File: src/rtl/hdma_multi_if.sv
// Bus bundle for hdma_multi: CPU register window, LCD mode, bus stall and the
// copy-engine outputs toward the VRAM bus mux.
`timescale 1ns/1ps
interface hdma_multi_if #(
  parameter int NCH = 2
) ();
  localparam int CHW = (NCH > 1) ? $clog2(NCH) : 1;

  logic           sel_reg;
  logic [CHW+3:0] addr;
  logic           wr;
  logic [7:0]     din;
  logic [7:0]     dout;
  logic [1:0]     lcd_mode;
  logic           dma_wait;
  logic           hdma_rd;
  logic [15:0]    hdma_source_addr;
  logic [15:0]    hdma_target_addr;
  logic [CHW-1:0] hdma_ch;
  logic [NCH-1:0] ch_busy;

  modport master (
    output sel_reg, addr, wr, din, lcd_mode, dma_wait,
    input  dout, hdma_rd, hdma_source_addr, hdma_target_addr, hdma_ch, ch_busy
  );

  modport slave (
    input  sel_reg, addr, wr, din, lcd_mode, dma_wait,
    output dout, hdma_rd, hdma_source_addr, hdma_target_addr, hdma_ch, ch_busy
  );
endinterface

File: src/rtl/hdma_multi.sv
// Multi-channel GDMA/HDMA engine: NCH register windows sharing one copy engine
// that is arbitrated (lowest index first) at every block boundary.
`timescale 1ns/1ps
module hdma_multi #(
  parameter int NCH          = 2,
  parameter int BLOCK_BYTES  = 16,
  parameter int CYC_PER_BYTE = 2
) (
  input logic         clk,
  input logic         reset,
  hdma_multi_if.slave bus
);
  localparam int CHW = (NCH > 1) ? $clog2(NCH) : 1;
  localparam int SW  = (CYC_PER_BYTE > 1) ? $clog2(CYC_PER_BYTE) : 1;
  localparam int BW  = $clog2(BLOCK_BYTES);

  typedef enum logic [1:0] {H_WAIT = 2'd0, H_ACTIVE = 2'd1, H_SENT = 2'd2} hstate_t;
  typedef enum logic {E_IDLE = 1'b0, E_XFER = 1'b1} estate_t;

  logic [7:0]     src_h     [NCH];
  logic [3:0]     src_l     [NCH];
  logic [4:0]     dst_h     [NCH];
  logic [3:0]     dst_l     [NCH];
  logic [7:0]     remaining [NCH];
  hstate_t        hstate    [NCH];
  logic [15:0]    work_src  [NCH];
  logic [12:0]    work_dst  [NCH];
  logic [NCH-1:0] enabled;
  logic [NCH-1:0] mode;

  estate_t        state;
  logic           rd;
  logic [CHW-1:0] cur_ch;
  logic [SW-1:0]  sub;
  logic [BW-1:0]  bcnt;
  logic [15:0]    src_hold;
  logic [15:0]    dst_hold;

  logic [CHW-1:0] ch_sel;
  logic [3:0]     reg_sel;
  logic           ch_ok, wr_en, ctrl_wr, granted_wr, cancel, cancel_granted, trigger;
  logic           step, byte_done, blk_done;
  logic [NCH-1:0] ready;
  logic           any_ready;
  logic [CHW-1:0] pick;
  logic [7:0]     rdata;

  assign ch_sel  = bus.addr[CHW+3:4];
  assign reg_sel = bus.addr[3:0];

  // Write decode and engine progress strobes; a cancel of the granted channel outranks dma_wait.
  always_comb begin
    ch_ok          = (int'(ch_sel) < NCH);
    wr_en          = bus.sel_reg & bus.wr & ch_ok;
    ctrl_wr        = wr_en & (reg_sel == 4'd5);
    granted_wr     = (state == E_XFER) & (cur_ch == ch_sel);
    cancel         = ctrl_wr & enabled[ch_sel] & mode[ch_sel] & ~bus.din[7];
    cancel_granted = cancel & granted_wr;
    trigger        = ctrl_wr & ~cancel & ~granted_wr;
    step           = (state == E_XFER) & ~cancel_granted & ~bus.dma_wait;
    byte_done      = step & (sub == SW'(CYC_PER_BYTE - 1));
    blk_done       = byte_done & (bcnt == BW'(BLOCK_BYTES - 1));
  end

  // Fixed-priority arbitration; a channel whose ctrl is being written this cycle sits out.
  always_comb begin
    ready     = {NCH{1'b0}};
    any_ready = 1'b0;
    pick      = {CHW{1'b0}};
    for (int i = NCH - 1; i >= 0; i--) begin
      ready[i]  = enabled[i] & ~(ctrl_wr & (ch_sel == CHW'(i))) &
                  (mode[i] ? ((hstate[i] == H_WAIT) & (bus.lcd_mode == 2'd0))
                           : (remaining[i] != 8'd0));
      any_ready = any_ready | ready[i];
      pick      = ready[i] ? CHW'(i) : pick;
    end
  end

  // Combinational register read-back.
  always_comb begin
    rdata = 8'hFF;
    if (bus.sel_reg && ch_ok) begin
      case (reg_sel)
        4'd1:    rdata = src_h[ch_sel];
        4'd2:    rdata = {src_l[ch_sel], 4'h0};
        4'd3:    rdata = {3'b100, dst_h[ch_sel]};
        4'd4:    rdata = {dst_l[ch_sel], 4'h0};
        4'd5:    rdata = {~enabled[ch_sel], remaining[ch_sel][6:0] - 7'd1};
        default: rdata = 8'hFF;
      endcase
    end else begin
      rdata = 8'hFF;
    end
  end

  // Per-channel registers, working counters and H-Blank sequencing.
  always_ff @(posedge clk) begin
    for (int i = 0; i < NCH; i++) begin
      if (reset) begin
        src_h[i]     <= 8'hFF;
        src_l[i]     <= 4'hF;
        dst_h[i]     <= 5'h1F;
        dst_l[i]     <= 4'hF;
        enabled[i]   <= 1'b0;
        mode[i]      <= 1'b0;
        remaining[i] <= 8'h80;
        hstate[i]    <= H_WAIT;
        work_src[i]  <= 16'h0000;
        work_dst[i]  <= 13'h0000;
      end else begin
        if (hstate[i] == H_SENT && bus.lcd_mode == 2'd3) begin
          hstate[i] <= H_WAIT;
        end
        if (state == E_IDLE && any_ready && pick == CHW'(i)) begin
          hstate[i] <= H_ACTIVE;
        end
        if (byte_done && cur_ch == CHW'(i)) begin
          work_src[i] <= work_src[i] + 16'd1;
          work_dst[i] <= work_dst[i] + 13'd1;
        end
        if (blk_done && cur_ch == CHW'(i)) begin
          hstate[i] <= H_SENT;
          if (remaining[i] == 8'd1) begin
            enabled[i]   <= 1'b0;
            remaining[i] <= 8'h80;
          end else begin
            remaining[i] <= remaining[i] - 8'd1;
          end
        end
        if (wr_en && ch_sel == CHW'(i)) begin
          case (reg_sel)
            4'd1: src_h[i] <= bus.din;
            4'd2: src_l[i] <= bus.din[7:4];
            4'd3: dst_h[i] <= bus.din[4:0];
            4'd4: dst_l[i] <= bus.din[7:4];
            4'd5: begin
              if (cancel) begin
                enabled[i] <= 1'b0;
                hstate[i]  <= H_WAIT;
              end else if (trigger) begin
                enabled[i]   <= 1'b1;
                mode[i]      <= bus.din[7];
                remaining[i] <= {1'b0, bus.din[6:0]} + 8'd1;
                work_src[i]  <= {src_h[i], src_l[i], 4'h0};
                work_dst[i]  <= {dst_h[i], dst_l[i], 4'h0};
                hstate[i]    <= H_WAIT;
              end
            end
            default: begin
            end
          endcase
        end
      end
    end
  end

  // Shared copy engine: grant, byte pacing, block end; holds last shown addresses when idle.
  always_ff @(posedge clk) begin
    if (reset) begin
      state    <= E_IDLE;
      rd       <= 1'b0;
      cur_ch   <= {CHW{1'b0}};
      sub      <= {SW{1'b0}};
      bcnt     <= {BW{1'b0}};
      src_hold <= 16'h0000;
      dst_hold <= 16'h0000;
    end else begin
      if (rd) begin
        src_hold <= work_src[cur_ch];
        dst_hold <= {3'b100, work_dst[cur_ch]};
      end
      case (state)
        E_IDLE: begin
          sub  <= {SW{1'b0}};
          bcnt <= {BW{1'b0}};
          if (any_ready) begin
            state  <= E_XFER;
            rd     <= 1'b1;
            cur_ch <= pick;
          end else begin
            rd <= 1'b0;
          end
        end
        E_XFER: begin
          if (cancel_granted || blk_done) begin
            state <= E_IDLE;
            rd    <= 1'b0;
          end else if (step) begin
            sub <= byte_done ? {SW{1'b0}} : sub + SW'(1);
            if (byte_done) begin
              bcnt <= bcnt + BW'(1);
            end
          end
        end
        default: begin
          state <= E_IDLE;
          rd    <= 1'b0;
        end
      endcase
    end
  end

  assign bus.dout             = rdata;
  assign bus.hdma_rd          = rd;
  assign bus.hdma_ch          = cur_ch;
  assign bus.ch_busy          = enabled;
  assign bus.hdma_source_addr = rd ? work_src[cur_ch] : src_hold;
  assign bus.hdma_target_addr = rd ? {3'b100, work_dst[cur_ch]} : dst_hold;
endmodule

File: src/flat_wrapper.sv
// flat-port wrapper written by rule: the top's interface ports become plain ports
module hdma_multi_flat 
#(
  parameter int NCH          = 2,
  parameter int BLOCK_BYTES  = 16,
  parameter int CYC_PER_BYTE = 2
)
  (clk, reset, bus_sel_reg, bus_addr, bus_wr, bus_din, bus_lcd_mode, bus_dma_wait, bus_dout, bus_hdma_rd, bus_hdma_source_addr, bus_hdma_target_addr, bus_hdma_ch, bus_ch_busy);
  hdma_multi_if #(.NCH(NCH)) bus_i ();
  input logic clk;
  input logic reset;
  input wire logic [$bits(bus_i.sel_reg)-1:0] bus_sel_reg;
  input wire logic [$bits(bus_i.addr)-1:0] bus_addr;
  input wire logic [$bits(bus_i.wr)-1:0] bus_wr;
  input wire logic [$bits(bus_i.din)-1:0] bus_din;
  input wire logic [$bits(bus_i.lcd_mode)-1:0] bus_lcd_mode;
  input wire logic [$bits(bus_i.dma_wait)-1:0] bus_dma_wait;
  output wire logic [$bits(bus_i.dout)-1:0] bus_dout;
  output wire logic [$bits(bus_i.hdma_rd)-1:0] bus_hdma_rd;
  output wire logic [$bits(bus_i.hdma_source_addr)-1:0] bus_hdma_source_addr;
  output wire logic [$bits(bus_i.hdma_target_addr)-1:0] bus_hdma_target_addr;
  output wire logic [$bits(bus_i.hdma_ch)-1:0] bus_hdma_ch;
  output wire logic [$bits(bus_i.ch_busy)-1:0] bus_ch_busy;
  assign bus_i.sel_reg = bus_sel_reg;
  assign bus_i.addr = bus_addr;
  assign bus_i.wr = bus_wr;
  assign bus_i.din = bus_din;
  assign bus_i.lcd_mode = bus_lcd_mode;
  assign bus_i.dma_wait = bus_dma_wait;
  assign bus_dout = bus_i.dout;
  assign bus_hdma_rd = bus_i.hdma_rd;
  assign bus_hdma_source_addr = bus_i.hdma_source_addr;
  assign bus_hdma_target_addr = bus_i.hdma_target_addr;
  assign bus_hdma_ch = bus_i.hdma_ch;
  assign bus_ch_busy = bus_i.ch_busy;
  hdma_multi #(.NCH(NCH), .BLOCK_BYTES(BLOCK_BYTES), .CYC_PER_BYTE(CYC_PER_BYTE)) u_core (.clk(clk), .reset(reset), .bus(bus_i));
endmodule
File: config.mk
export PLATFORM = sky130hd
export DESIGN_NAME = hdma_multi_flat
export DESIGN_NICKNAME = d
export VERILOG_FILES = /design/src/rtl/hdma_multi_if.sv /design/src/rtl/hdma_multi.sv /design/src/flat_wrapper.sv
export SDC_FILE = /design/constraint.sdc
export NUM_CORES = 1
export LEC_CHECK = 0
export ABC_CLOCK_PERIOD_IN_PS = 5700
export CORE_MARGIN = 2
export CORE_UTILIZATION = 47
export CTS_CLUSTER_DIAMETER = 100
export DETAILED_ROUTE_END_ITERATION = 8
export DONT_BUFFER_PORTS = 1
export GPL_TIMING_DRIVEN = 0
export SLEW_MARGIN = 0
export SYNTH_ARGS = -nofsm -noshare
export SYNTH_HDL_FRONTEND = slang
export SYNTH_SLANG_ARGS = --single-unit
File: constraint.sdc
create_clock -name clk -period 5.7 [get_ports clk]
set_input_delay 0.57 -clock clk [delete_from_list [all_inputs] [get_ports clk]]
set_output_delay 0.57 -clock clk [all_outputs]
set_load 0.01 [all_outputs]
==> results of run 1 <==
==> registers in the layout (all words and copies together), names as in the netlist, named ones only <==
name	flops
u_core.bcnt	4
u_core.bus.ch_busy	2
u_core.bus.hdma_ch	1
u_core.bus.hdma_rd	1
u_core.dst_h	10
u_core.dst_hold	16
u_core.dst_l	8
u_core.hstate	4
u_core.mode	2
u_core.remaining	16
u_core.src_h	16
u_core.src_hold	16
u_core.src_l	8
u_core.state	1
u_core.sub	1
u_core.work_dst	26
u_core.work_src	32
==> cell families (layout without fill, tap and decap cells) <==
logic type / Yosys count / count (layout) / share of synthesized area, %
adders and majority gates: 13 / 13 / 1.810
xor gates and xnor gates: 74 / 74 / 7.211
muxes: 49 / 49 / 5.499
AOI/OAI and AO/OA: 150 / 150 / 11.89
DFF: 165 / 165 / 50.12
and+or+nand+nor: 347 / 347 / 20.73
buffers and inverters: 61 / 94 / 2.743
==> worst register-to-register path: cells and delay by family, from the launching register on <==
| kind | cells | cell delay (ns) |
|---|---|---|
| xor+xnor | 1 | 0.14 |
| simple gates | 2 | 0.63 |
| flops | 1 | 0.45 |
| compound gates | 1 | 1.06 |
==> power groups by stage <==
stage	Clock, uW	Combinational (uW)	Sequential (uW)
2_1_floorplan	0	106	1370
3_3_place_gp	0	142	1390
3_5_place_dp	0	146	1390
4_1_cts	1180	147	1360
5_1_grt	1230	163	1370
6_report	1160	149	1370
==> layout by cell type, fill, tap and decap left out, drive strengths merged, types with 3 or more instances in the layout <==
cell     Yosys  layout
edfxtp     120     120
nor2        81      81
clkbuf      34      58
nand2       54      54
mux2i       46      46
o2bb2ai     45      45
dfxtp       45      45
a21oi       41      41
nand3       40      40
xor2        38      38
xnor2       36      36
and2        36      36
or2         26      26
nor3        20      20
or3         20      20
inv         13      16
nand4       15      15
o21ai       15      15
buf         14      15
o22ai       14      14
ha          13      13
and3        11      11
nor2b        7       7
nor4         7       7
and4         5       5
nand3b       5       5
clkinv       0       5
a22oi        4       4
nand4b       4       4
nor4b        4       4
mux2         3       3
a31oi        3       3
==> cell type report <==
class                   instances  area, sq um  share of cell area, %
flip-flops and latches        165         4504                  45.40
multi-input cells             633         4248                  42.82
clock buffers                  24        555.5                  5.600
well taps                     234        292.8                  2.951
plain buffers                  48        197.7                  1.993
clock inverters                 8        53.80                 0.5423
inverters                      13        48.80                 0.4919
repair buffers                  1        20.02                 0.2018
==> worst max path at each step <==
stage                            from                endpoint
2_1_floorplan              bus_din[7]   u_core.work_dst[0][0]
3_5_place_dp              bus_addr[1]   u_core.work_dst[1][0]
6_report       u_core.remaining[0][0]             bus_dout[5]
5_1_grt        u_core.remaining[1][0]             bus_dout[5]
4_1_cts        u_core.remaining[1][0]             bus_dout[5]
3_3_place_gp               bus_din[7]  u_core.work_dst[0][10]
==> cell usage after synthesis, drive strengths merged, types with 3 or more instances <==
library cell and n:
nand2 54, nand3 40, nor2b 7, o2bb2ai 45, nand4b 4, nor4b 4
nor2 81, and4 5, o22ai 14, a22oi 4, clkbuf 34, dfxtp 45
mux2 3, a31oi 3, ha 13, inv 13, buf 14, and3 11
and2 36, xnor2 36, o21ai 15, nand4 15, or3 20, a21oi 41
nand3b 5, or2 26, nor3 20, mux2i 46, xor2 38, nor4 7
edfxtp 120
==> per-layer routing <==
layer / wire [um] / global-route usage [%] / vias to the layer above / share of wire (%)
li1: - / - / 3214 / -
met1: 11350 / 35.78 / 3379 / 46
met2: 11210 / 38.57 / 233 / 45
met3: 1799 / 5.316 / 28 / 7.3
met4: 427 / 7.000 / 0 / 1.7
met5: 0 / 0 / - / 0
==> per-stage QoR <==
step / setup slack [ns] / instances
floorplan: 1.894 / 859
global placement: 0.3384 / 1093
detailed placement: 2.591 / 1094
CTS: 2.743 / 1126
global route: 2.496 / 1126
finish: 2.774 / 1126
==> reports/qor.yml, run 1 <==
synth-edff-count: 120
cts_root_buf: "clkbuf_16"
syn-instance-count: 859
drive_gt1_share_pct: 8.969
cp.depth: 5
slew_headroom_pct: 5.298
r2r-end: "u_core.work_dst[1][12]"
path_max_fanout: 6
finalSetupViolations: 0
place_area_sq_um: 9311
cts-buffers-inserted: 17
fin_area_sq_um: 9921
finClkSkew_ns: 0.004799
antenna_found_initial: 0
outcome: "finished clean"
start_kind: "flop"
hold_path_startpoint: "bus_din[3]"
cp.arrival_ns: 2.36
worstPathRequired_ns: 5.13
crit_type: "reg2out"
power.total_uw: 2679
grt_usage_pct: 25.02
hold_depth: 1
via_count: 6854
drv_slew: 0
post_cts_resized: 0
core-area_sq_um: 18710
cp_cell_sequence: "mux2i_1 > nand3_1 > a2111oi_1 > xor2_1 > o21ai_0"
period_share_pct: 51.34
clockPowerShare_pct: 43.5
cts_tree: "built"
grt_pass1_vias: 6664
whs_ns: 0.3245
period_needed_ns: 2.926
area_delta_synth_final_pct: 10.39
hpwl_mm: 18.98
hold_buffers: 0
grt_pass1_wl_mm: 38.22
syn-cell-area_sq_um: 8987
ys_seq_area_share_pct: 50.12
synth-seq-cells: 165
routedWlPerCell_um: 22.02
setup_tns_ns: 0
worstReg2RegStart: "u_core.bus.hdma_ch"
synthDistinctLibCells: 68
p_sw_share_pct: 23.15
hp-class: "in2reg"
clk_pin_slew_worst_paths_ns: 0.06
chipHeight_um: 142.3
seqPwrFrac_pct: 51.0
cap_violations: 0
rr_worst_depth: 4
cts_setup_buffers: 0
chipWidth_um: 142.3
p_per_area_nw_per_um2: 270.0
fmax_mhz: 341.7
ys_warn_count: 0
whs_endpoint: "u_core.dst_h[0][3]"
nFillCells: 1673
cts_sinks: 165
overflow: 0
clk_path_buf_depth: 2
grt_max_degree: 30
wirelength_mm: 24.79
clock_latency_ns: 0.42
htreeDepth: 4
p_switching_uw: 620.2
async_flop_share_pct: 0
num_io_pins: 64
r2r_slack_ns: 3.00
synth_nets: 892
syn_area_per_cell_sq_um: 10.46
p_leak_uw: 0.003275
final_nets: 912
final_hold_viol_count: 0
p_int_uw: 2059
gp_congestion: 0.9268
drc_errors: 0
vias_per_cell: 6.087
crit_family: "compound AO/OA/AOI/OAI gates"
io_buffers: 0
ant_nets: 0
max_stage_delay_ns: 0.48
yosysTopAreaCellShare_pct: 40.09
first_pass_iters: 5
die_area_sq_um: 20240
rsz0062_at_grt: "false"
combPwrFrac_pct: 5.5
start_util_pct: 48.05
peakVddDrop_mv: 0.2142
crit_buf_inv: 0
core.rowCount: 50
synth-main-ff-cell: "edfxtp_1"
slowest_stage: "edfxtp_1"
worstSetupEndpointType: "output pin"
synth_area_leader_cell: "edfxtp_1"
final_core_util_pct: 53.04
dr.first_iter.drc_count: 579
diodes: 0
netlist_top_cells_area: "edfxtp_1 40%, dfxtp_1 10%, mux2i_1 5.1%"
tightest_slew_ns: 1.401
No activity file was read; power rests on OpenSTA's default activity.
==> run 2: changes to the inputs <==
ABC_AREA = 1   (was default)
ABC_CLOCK_PERIOD_IN_PS = 2500   (was 5700)
clock period = 2.5 ns   (was 5.7 ns; I/O delays follow)
==> reports/qor.yml, run 2 <==
slew_headroom_pct: 25.86  # +21 points
core.rowCount: 51  # +2.0%
final_core_util_pct: 53.04  # about the same
clock_latency_ns: 0.44  # +0.02 ns
dr.first_iter.drc_count: 643  # +11%
stdcell_count: 1453  # +29%
p_per_area_nw_per_um2: 593.4  # +120%
rr_worst_depth: 10  # +6
clk_path_buf_depth: 2  # unchanged
clk_pin_slew_worst_paths_ns: 0.07  # about the same
chipHeight_um: 144.7  # +1.7%
crit_top_cell: "o21ai_0"
combPwrFrac_pct: 6.0  # +0.5 points
fmax_mhz: 406.6
period_needed_ns: 2.460
synth_fa_ha_area_share_pct: 1.749  # -0.061 points
netlist_top_cells_area: "edfxtp_1 39%, dfxtp_1 9.7%, nand2_1 9.5%"
p_sw_share_pct: 24.71  # +1.6 points
grt_pass1_vias: 7307  # +9.6%
wirelength_mm: 26.59  # +7.2%
vias_per_cell: 5.355  # -12%
start_util_pct: 47.78  # -0.27 points
peakVddDrop_mv: 0.5623  # +160%
num_io_pins: 64  # unchanged
via_count: 7781  # +14%
drc_errors: 0  # unchanged
final_cell_mix: "235 x nand2_1, 191 x inv_1, 120 x edfxtp_1, 116 x nor2_1, 106 x o21ai_0"
worstPathRequired_ns: 2.25  # -2.88 ns
hold_depth: 1  # unchanged
top_regs: "u_core.work_src: 32 flops, u_core.work_dst: 26 flops"
hp-class: "in2reg"
drive_gt1_share_pct: 8.754  # -0.21 points
yosysTopAreaCellShare_pct: 38.75  # -1.3 points
whs_endpoint: "u_core.remaining[1][0]"
area_delta_synth_final_pct: 11.02
synth-compound-area-share_pct: 12.14  # +0.25 points
synth-edff-count: 120  # unchanged
cp.arrival_ns: 2.21  # -0.15 ns
place_inst: 1419  # +30%
io_buffers: 0  # unchanged
syn-cell-area_sq_um: 9299  # +3.5%
p_int_uw: 4613  # +120%
regMostFlops: "u_core.work_src"
first_pass_iters: 6  # +1
synthMuxAreaShare_pct: 0  # -5.5 points
crit_type: "reg2out"
slowest_stage: "dfxtp_1"
syn-instance-count: 1153  # +34%
synth_xor_area_share_pct: 5.369  # -1.8 points
final_hold_viol_count: 0  # unchanged
synth-simple-area-share_pct: 21.92  # +1.2 points
period_share_pct: 98.38
drv_slew: 0  # unchanged
synth_commonest_cells: "236 x nand2_1, 193 x inv_1, 120 x edfxtp_1"
r2r-end: "u_core.work_src[1][2]"
max_stage_delay_ns: 0.55  # +0.07 ns
ys_warn_count: 0  # unchanged
grt_pass1_wl_mm: 40.25  # +5.3%
overflow: 0  # unchanged
cp_cell_sequence: "clkinv_2 > clkbuf_1 > o21ai_0 > o21ai_0"
cts_sinks: 165  # unchanged
clockPowerShare_pct: 43.9  # +0.4 points
syn_area_per_cell_sq_um: 8.065  # -23%
chipWidth_um: 144.7  # +1.7%
core-area_sq_um: 19460  # +4.0%
start_kind: "flop"
hpwl_mm: 20.11  # +5.9%
die_area_sq_um: 20930  # +3.4%
grt_usage_pct: 26.11  # +1.1 points
ant_nets: 0  # unchanged
cts-buffers-inserted: 17  # unchanged
path_max_fanout: 10  # +4
layout_commonest_cell: "nand2_1"
synth_most_common_cell: "nand2_1"
htreeDepth: 4  # unchanged
grt_max_degree: 30  # unchanged
power.total_uw: 6126  # +130%
seqPwrFrac_pct: 50.1  # -0.9 points
finClkSkew_ns: 0.009638  # +0.004839 ns
worstReg2RegStart: "u_core.bus.ch_busy[1]"
antenna_found_initial: 0  # unchanged
hold_path_startpoint: "bus_din[0]"
ys_seq_area_share_pct: 48.44  # -1.7 points
p_switching_uw: 1514  # +140%
synth_top_family_by_area: "simple AND/OR/NAND/NOR gates"
cts_root_buf: "clkbuf_16"
final_nets: 1208  # +32%
rsz0062_at_grt: "false"
synth_area_leader_cell: "edfxtp_1"
gp_congestion: 0.9440  # +1.9%
r2r_slack_ns: 0.24  # -2.76 ns
p_leak_uw: 0.004016  # +23%
synth-seq-cells: 165  # unchanged
diodes: 0  # unchanged
synth_nets: 1186  # +33%
tightest_slew_ns: 1.100  # -0.3003 ns
async_flop_share_pct: 0  # unchanged
finalSetupViolations: 0  # unchanged
cap_violations: 0  # unchanged
setup_tns_ns: 0  # unchanged
largest_reg_flops: 32  # unchanged
worstSetupEndpointType: "output pin"
synth-main-ff-cell: "edfxtp_1"
routedWlPerCell_um: 18.30  # -17%
outcome: "finished clean"
synthDistinctLibCells: 43  # -37%
cts_tree: "built"
[run 2: metal layers]
metal	up-vias	global-route usage (%)	wire length (um)
met2	270	42.70	12530
met5	-	0	0
met3	54	6.449	1775
met1	3648	34.12	11580
met4	0	8.687	697
li1	3809	-	-
[run 2: cell families (layout without fill, tap and decap cells)]
kind of cell               count (synthesis)  count (layout)
AOI/OAI and AO/OA                        205             205
xor gates and xnor gates                  57              57
adders and majority gates                 13              13
buffers and inverters                    239             274
DFF                                      165             165
and+or+nand+nor                          474             474
[run 2: critical path, delay by kind of cell, from the launching register on]
| family | cells | cell delay [ns] |
|---|---|---|
| AO/OA/AOI/OAI | 2 | 0.69 |
| buffers and inverters | 2 | 0.53 |
| flip-flops | 1 | 0.55 |
[run 2: timing repair]
item / 4_1_cts / 5_1_grt
hold buffers: 1 / 0
hold endpoints to repair: 1 / 0
setup buffers: 0 / 1
pin swaps: 0 / 1
setup endpoints to repair: 36 / 38
resized for setup: 10 / 13
[run 2: final cells by class]
| class | instances | area, sq um |
|---|---|---|
| Fill cell | 1889 | 9139 |
| Multi-Input combinational cell | 749 | 3876 |
| Buffer | 38 | 217.7 |
| Clock inverter | 11 | 108.9 |
| Sequential cell | 165 | 4506 |
| Inverter | 201 | 755.7 |
| Clock buffer | 21 | 483.0 |
| Timing Repair Buffer | 3 | 45.04 |
| Tap cell | 265 | 331.6 |
[run 2: worst max-delay path by stage]
stage	start	endpoint	slack, ns	depth (start not counted)
floorplan	u_core.bus.hdma_ch	u_core.work_dst[1][0]	0.11	10
global placement	u_core.bus.hdma_ch	u_core.work_dst[1][1]	-0.64	10
detailed placement	u_core.bus.hdma_ch	u_core.work_dst[1][4]	-0.72	10
CTS	u_core.remaining[1][0]	bus_dout[6]	0.003	12
global route	flop	bus_hdma_target_addr[9]	0.006	4
finish	flop	bus_hdma_target_addr[9]	0.04	4
[run 2: power by group through the flow]
stage	combinational (uW)	sequential, uW	clock, uW
6_report	368	3070	2690
5_1_grt	407	3080	2810
4_1_cts	362	3070	2700
3_5_place_dp	354	3130	0
3_3_place_gp	348	3130	0
2_1_floorplan	238	3110	0
[run 2: through the flow]
stage | setup slack (ns) | instance area [sq um] | hold WS (ns)
after global routing | 0.005908 | 10320 | 0.03127
final | 0.04043 | 10320 | 0.03922
after floorplan | 0.1068 | 9303 | 0.4156
after CTS | 0.002916 | 10290 | 0.03863
after global placement | -0.6417 | 9634 | 0.4255
after detailed placement | -0.7207 | 9669 | 0.4267
